===== config.mk =====
export PLATFORM = sky130hd
export DESIGN_NAME = pipe_mem_arbiter
export DESIGN_NICKNAME = d
export VERILOG_FILES = /design/src/rtl/pipe_arb_pkg.sv /design/src/rtl/pipe_arb_stats.sv /design/src/rtl/pipe_mem_arbiter.sv
export SDC_FILE = /design/constraint.sdc
export NUM_CORES = 1
export LEC_CHECK = 0
export BUFFER_PORTS_ARGS = -buffer_cell sky130_fd_sc_hd__buf_2
export CAP_MARGIN = 30
export CORE_MARGIN = 10
export CORE_UTILIZATION = 48
export CTS_BUF_LIST = sky130_fd_sc_hd__clkbuf_8
export CTS_CLUSTER_DIAMETER = 60
export CTS_CLUSTER_SIZE = 12
export DETAILED_ROUTE_END_ITERATION = 6
export PLACE_DENSITY = 0.84
export SYNTH_ARGS = -nofsm -noshare
export SYNTH_HDL_FRONTEND = slang
export SYNTH_SLANG_ARGS = --single-unit

===== constraint.sdc =====
create_clock -name clock -period 2.29 [get_ports clock]
set_input_delay 0.229 -clock clock [delete_from_list [all_inputs] [get_ports clock]]
set_output_delay 0.229 -clock clock [all_outputs]
set_load 0.1 [all_outputs]

===== src/rtl/pipe_arb_pkg.sv =====
// pipe_arb_pkg: shared state encoding, grant identifiers and counter width for the memory arbiter.
package pipe_arb_pkg;
    typedef enum logic [1:0] {
        IDLE  = 2'd0,
        ISSUE = 2'd1,
        WAIT  = 2'd2,
        RESP  = 2'd3
    } state_t;
    localparam logic GNT_IF = 1'b0;
    localparam logic GNT_DM = 1'b1;
    localparam int CNT_W = 4;
endpackage


===== src/rtl/pipe_arb_stats.sv =====
// pipe_arb_stats: free-running grant and stall-cycle counters, wrapping modulo 2^32.
module pipe_arb_stats (
    input  logic        clock,
    input  logic        resetn,
    input  logic        if_grant,
    input  logic        dm_grant,
    input  logic        stall,
    output logic [31:0] stat_if_grants,
    output logic [31:0] stat_dm_grants,
    output logic [31:0] stat_stall_cycles
);
    logic [31:0] r_if, r_dm, r_stall;

    always_ff @(posedge clock or negedge resetn) begin
        if (!resetn) begin
            r_if    <= '0;
            r_dm    <= '0;
            r_stall <= '0;
        end else begin
            r_if    <= r_if + 32'(if_grant);
            r_dm    <= r_dm + 32'(dm_grant);
            r_stall <= r_stall + 32'(stall);
        end
    end

    assign stat_if_grants    = r_if;
    assign stat_dm_grants    = r_dm;
    assign stat_stall_cycles = r_stall;
endmodule


===== src/rtl/pipe_mem_arbiter.sv =====
// pipe_mem_arbiter: shares one single-port memory between instruction fetch and data access.
// Define PIPE_MEM_ARBITER_STATS_EN to add grant and stall-cycle counter outputs.
module pipe_mem_arbiter
    import pipe_arb_pkg::*;
#(
    parameter int LATENCY = 1,
    parameter int AW      = 32,
    parameter int DW      = 32
) (
    input  logic          clock,
    input  logic          resetn,
    input  logic          if_req,
    input  logic [AW-1:0] if_addr,
    output logic [DW-1:0] if_rdata,
    output logic          if_ready,
    input  logic          dm_req,
    input  logic          dm_we,
    input  logic [AW-1:0] dm_addr,
    input  logic [DW-1:0] dm_wdata,
    output logic [DW-1:0] dm_rdata,
    output logic          dm_ready,
    output logic          mem_en,
    output logic          mem_we,
    output logic [AW-1:0] mem_addr,
    output logic [DW-1:0] mem_wdata,
    input  logic [DW-1:0] mem_rdata,
    output logic          stall
`ifdef PIPE_MEM_ARBITER_STATS_EN
    ,
    output logic [31:0]   stat_if_grants,
    output logic [31:0]   stat_dm_grants,
    output logic [31:0]   stat_stall_cycles
`endif
);
    state_t           r_state, w_next;
    logic             r_gnt, r_we;
    logic [AW-1:0]    r_addr;
    logic [DW-1:0]    r_wdata, r_if_rdata, r_dm_rdata;
    logic [CNT_W-1:0] r_cnt;
    logic             w_grant, w_gnt, w_last;

    assign w_grant = (r_state == IDLE) && (if_req || dm_req);
    // r_gnt doubles as last_grant: with both pending, the port that did not win last goes next.
    assign w_gnt   = (if_req && dm_req) ? ~r_gnt : (dm_req ? GNT_DM : GNT_IF);
    assign w_last  = (r_state == WAIT) && (r_cnt == CNT_W'(1));

    always_comb begin
        w_next = (r_state == IDLE)  ? (w_grant ? ISSUE : IDLE) :
                 (r_state == ISSUE) ? WAIT :
                 (r_state == WAIT)  ? (w_last ? RESP : WAIT) : IDLE;
    end

    always_ff @(posedge clock or negedge resetn) begin
        if (!resetn) begin
            r_state    <= IDLE;
            r_gnt      <= GNT_IF;
            r_we       <= 1'b0;
            r_addr     <= '0;
            r_wdata    <= '0;
            r_cnt      <= '0;
            r_if_rdata <= '0;
            r_dm_rdata <= '0;
        end else begin
            r_state <= w_next;
            if (w_grant) begin
                r_gnt   <= w_gnt;
                r_we    <= (w_gnt == GNT_DM) && dm_we;
                r_addr  <= (w_gnt == GNT_DM) ? dm_addr : if_addr;
                r_wdata <= dm_wdata;
            end
            r_cnt <= (r_state == ISSUE) ? CNT_W'(LATENCY) : (r_state == WAIT) ? r_cnt - 1'b1 : r_cnt;
            if (w_last && !r_we && r_gnt == GNT_IF) r_if_rdata <= mem_rdata;
            if (w_last && !r_we && r_gnt == GNT_DM) r_dm_rdata <= mem_rdata;
        end
    end

    assign mem_en    = (r_state == ISSUE);
    assign mem_we    = mem_en && r_we;
    assign mem_addr  = r_addr;
    assign mem_wdata = r_wdata;
    assign if_ready  = (r_state == RESP) && (r_gnt == GNT_IF);
    assign dm_ready  = (r_state == RESP) && (r_gnt == GNT_DM);
    assign if_rdata  = r_if_rdata;
    assign dm_rdata  = r_dm_rdata;
    assign stall     = (if_req && !if_ready) || (dm_req && !dm_ready);

`ifdef PIPE_MEM_ARBITER_STATS_EN
    pipe_arb_stats u_stats (
        .clock             (clock),
        .resetn            (resetn),
        .if_grant          (w_grant && w_gnt == GNT_IF),
        .dm_grant          (w_grant && w_gnt == GNT_DM),
        .stall             (stall),
        .stat_if_grants    (stat_if_grants),
        .stat_dm_grants    (stat_dm_grants),
        .stat_stall_cycles (stat_stall_cycles)
    );
`endif
endmodule


==> reports/qor.txt <==
run status: complete, no violations
Core Util, Final: 71.31%
Iteration-0 DRC Markers: 312
WL/cell: 18.94 um
CTS tree: yes
Final Max Slew Viols: 0
fmax: 464.2 MHz
maximum clock insertion buffer count: 2
CP max stage delay: 440 ps
Clock Latency Late Sink: 440 ps
Final Non-Filler Cells: 970
synth unique cells: 30
Area contributors post-synth: dfrtp_1 59%, mux2_4 16%, nand2_1 8.5%, a21oi_1 5.6%, nor2_1 2.5%
I/O pins: 266
met3 GRT Util: 10.48%
1st-pass router iterations: 5
share of the synthesized area in the top cell type: 59.03%
post-synthesis async set-or-reset flop share: 100.0%
Final min period: 2154 ps
Die Area: 16,790 um2
startpoint types: flip-flop
placed instance count: 881
H-tree levels: 4
Worst Path Buf+Inv: 1
layout cells sized above 1: 45.70%
Total Wirelength: 18,370 um
Hold/Removal Path Class: input pin to flip-flop
routability cong.: 0.8350
detailed placement HPWL: 13,090 um
family with the most delay on the worst path: buffers and inverters
M1 GR Usage: 24.09%
initial antenna violation count: 3
MaxCap Viol Count: 0
largest net degree at the start of global routing: 60
syn avg cell area: 11.65 um2
# setup viols final: 0
grt met2 use: 34.82%
Initial Util: 49.85%
Post-synth EDFFs: 0
Cell Area, Synth: 5766 um2
Vias: 5,035
CTS sink cnt: 136
critical path data arrival time: 1930 ps
DRC Markers: 0
Antenna Nets Post-Route: 0
die extent in y: 129.6 um
RSZ-0062 raised after global routing: false
cells after synthesis: 495
Setup CP Type: flip-flop to primary output
Post CTS Setup Buffer Count: 0
CTS Root Cell: clkbuf_8
Syn Nets: 634
core area: 11,560 um2
final net count: 951
vias in the first global route: 5,454
total track usage: 21.69%
port bufs: 265
Final period util: 94.06%
worst rel slew slack: 32.65%
Cell Rows: 39
GRT Residual Overflow: 0
CP Capture Type: primary output
most used routing layer: met2
ys flop type: dfrtp_1
post-route cell area: 8247 um2
leading area contributor after synthesis: dfrtp_1
DR vias/cell: 5.191
CP required: 2060 ps
CTS Hold Buffers Added: 55
setup tns final: 0 ps
post-CTS resize count: 0
CTS clk-pin slew, worst paths: 80 ps
Synth Register Bits: 136
Crit-path slowest cell: buf_2
Seq/Total Area, Yosys: 59.03%
placed inst area: 7204 um2
crit-path max FO: 3
Synthesis Warnings: 0
TritonCTS Buffers: 17
die width: 129.6 um
cells along the critical path: ha_1 -> nor2b_2 -> nor2_1 -> a2bb2oi_2 -> buf_2
worst clock skew: 16.44 ps
Tightest Pin Transition: 1006 ps
first-pass GRT wire length: 28,660 um
Area growth, synth to finish: 43.03%
final hold viol count: 0
==> cell usage after synthesis, drive strengths merged, types with 2 or more instances <==
master,n
a21oi,65
inv,6
nor2,38
dfrtp,136
a32o,2
nand2,130
and2,2
mux2,64
ha,6
clkbuf,16
buf,13
o21ai,3
==> cell families after synthesis <==
logic type | count (synthesis) | synth area share (%)
mux | 65 | 16.58
flops | 136 | 59.03
buf+inv | 35 | 3.689
fa+ha+maj | 6 | 1.302
simple gates | 176 | 12.20
compound gates | 77 | 7.205
==> registers in the layout (all words and copies together), names as in the netlist <==
name	flops
mem_addr	32
if_rdata	32
r_gnt	1
r_state	2
r_cnt	4
dm_rdata	32
mem_wdata	32
r_we	1
==> worst register-to-register path, stage by stage, from the launching register on <==
cell	delay (ps)
dfrtp_1	400
inv_1	90
ha_1	200
nand3b_4	90
or4b_4	780
mux2_4	440
==> through the flow <==
step	hold WS (ps)	setup slack (ps)
4_1_cts	1.928	84.07
5_1_grt	5.908	50.90
6_report	36.20	136.0
3_5_place_dp	203.1	202.1
3_3_place_gp	194.0	251.2
2_1_floorplan	-66.59	-28.01
==> metal layers <==
| metal | part of all wire, % | up-vias |
|---|---|---|
| met3 | 12 | 34 |
| li1 | - | 2276 |
| met2 | 48 | 305 |
| met5 | 0 | - |
| met1 | 37 | 2420 |
| met4 | 2.6 | 0 |
==> layout by cell type, fill, tap and decap left out, types with 2 or more instances in the layout <==
cell type	n
dfrtp_1	136
a32o_1	2
clkinv_2	2
o21ai_0	2
dlygate4sd3_1	55
a21oi_1	65
bufinv_16	6
clkbuf_8	19
buf_12	3
inv_1	7
mux2_2	4
buf_4	4
mux2_4	60
nor2_1	38
nand2_1	130
buf_2	264
diode_2	2
ha_1	6
clkinvlp_4	3
==> final timing paths <==
kind | start | to | slack, ps | cells past startpoint
min | mem_rdata[5] | if_rdata[5] | 40 | 2
max in group asynchronous | resetn | r_gnt | 1200 | 3
max | r_state[0] | stall | 140 | 5
min in group asynchronous | resetn | if_rdata[25] | 290 | 2
max reg2reg | r_state[0] | dm_rdata[20] | 190 | 5
min reg2reg | mem_wdata[14] | mem_wdata[14] | 470 | 2
==> area by class of cell <==
| cell class | instances | area [um2] |
|---|---|---|
| clock buffer | 19 | 261.5 |
| inverter | 6 | 22.52 |
| antenna | 2 | 5.005 |
| multi-input combinational | 324 | 2177 |
| tap | 143 | 178.9 |
| clock inverter | 13 | 225.2 |
| fill | 768 | 3318 |
| sequential | 136 | 3403 |
| timing repair buffer | 327 | 1973 |
Power is left out: the tool's default activity adds up to more than one toggle a clock period on the data nets, which glitch-free logic cannot reach.
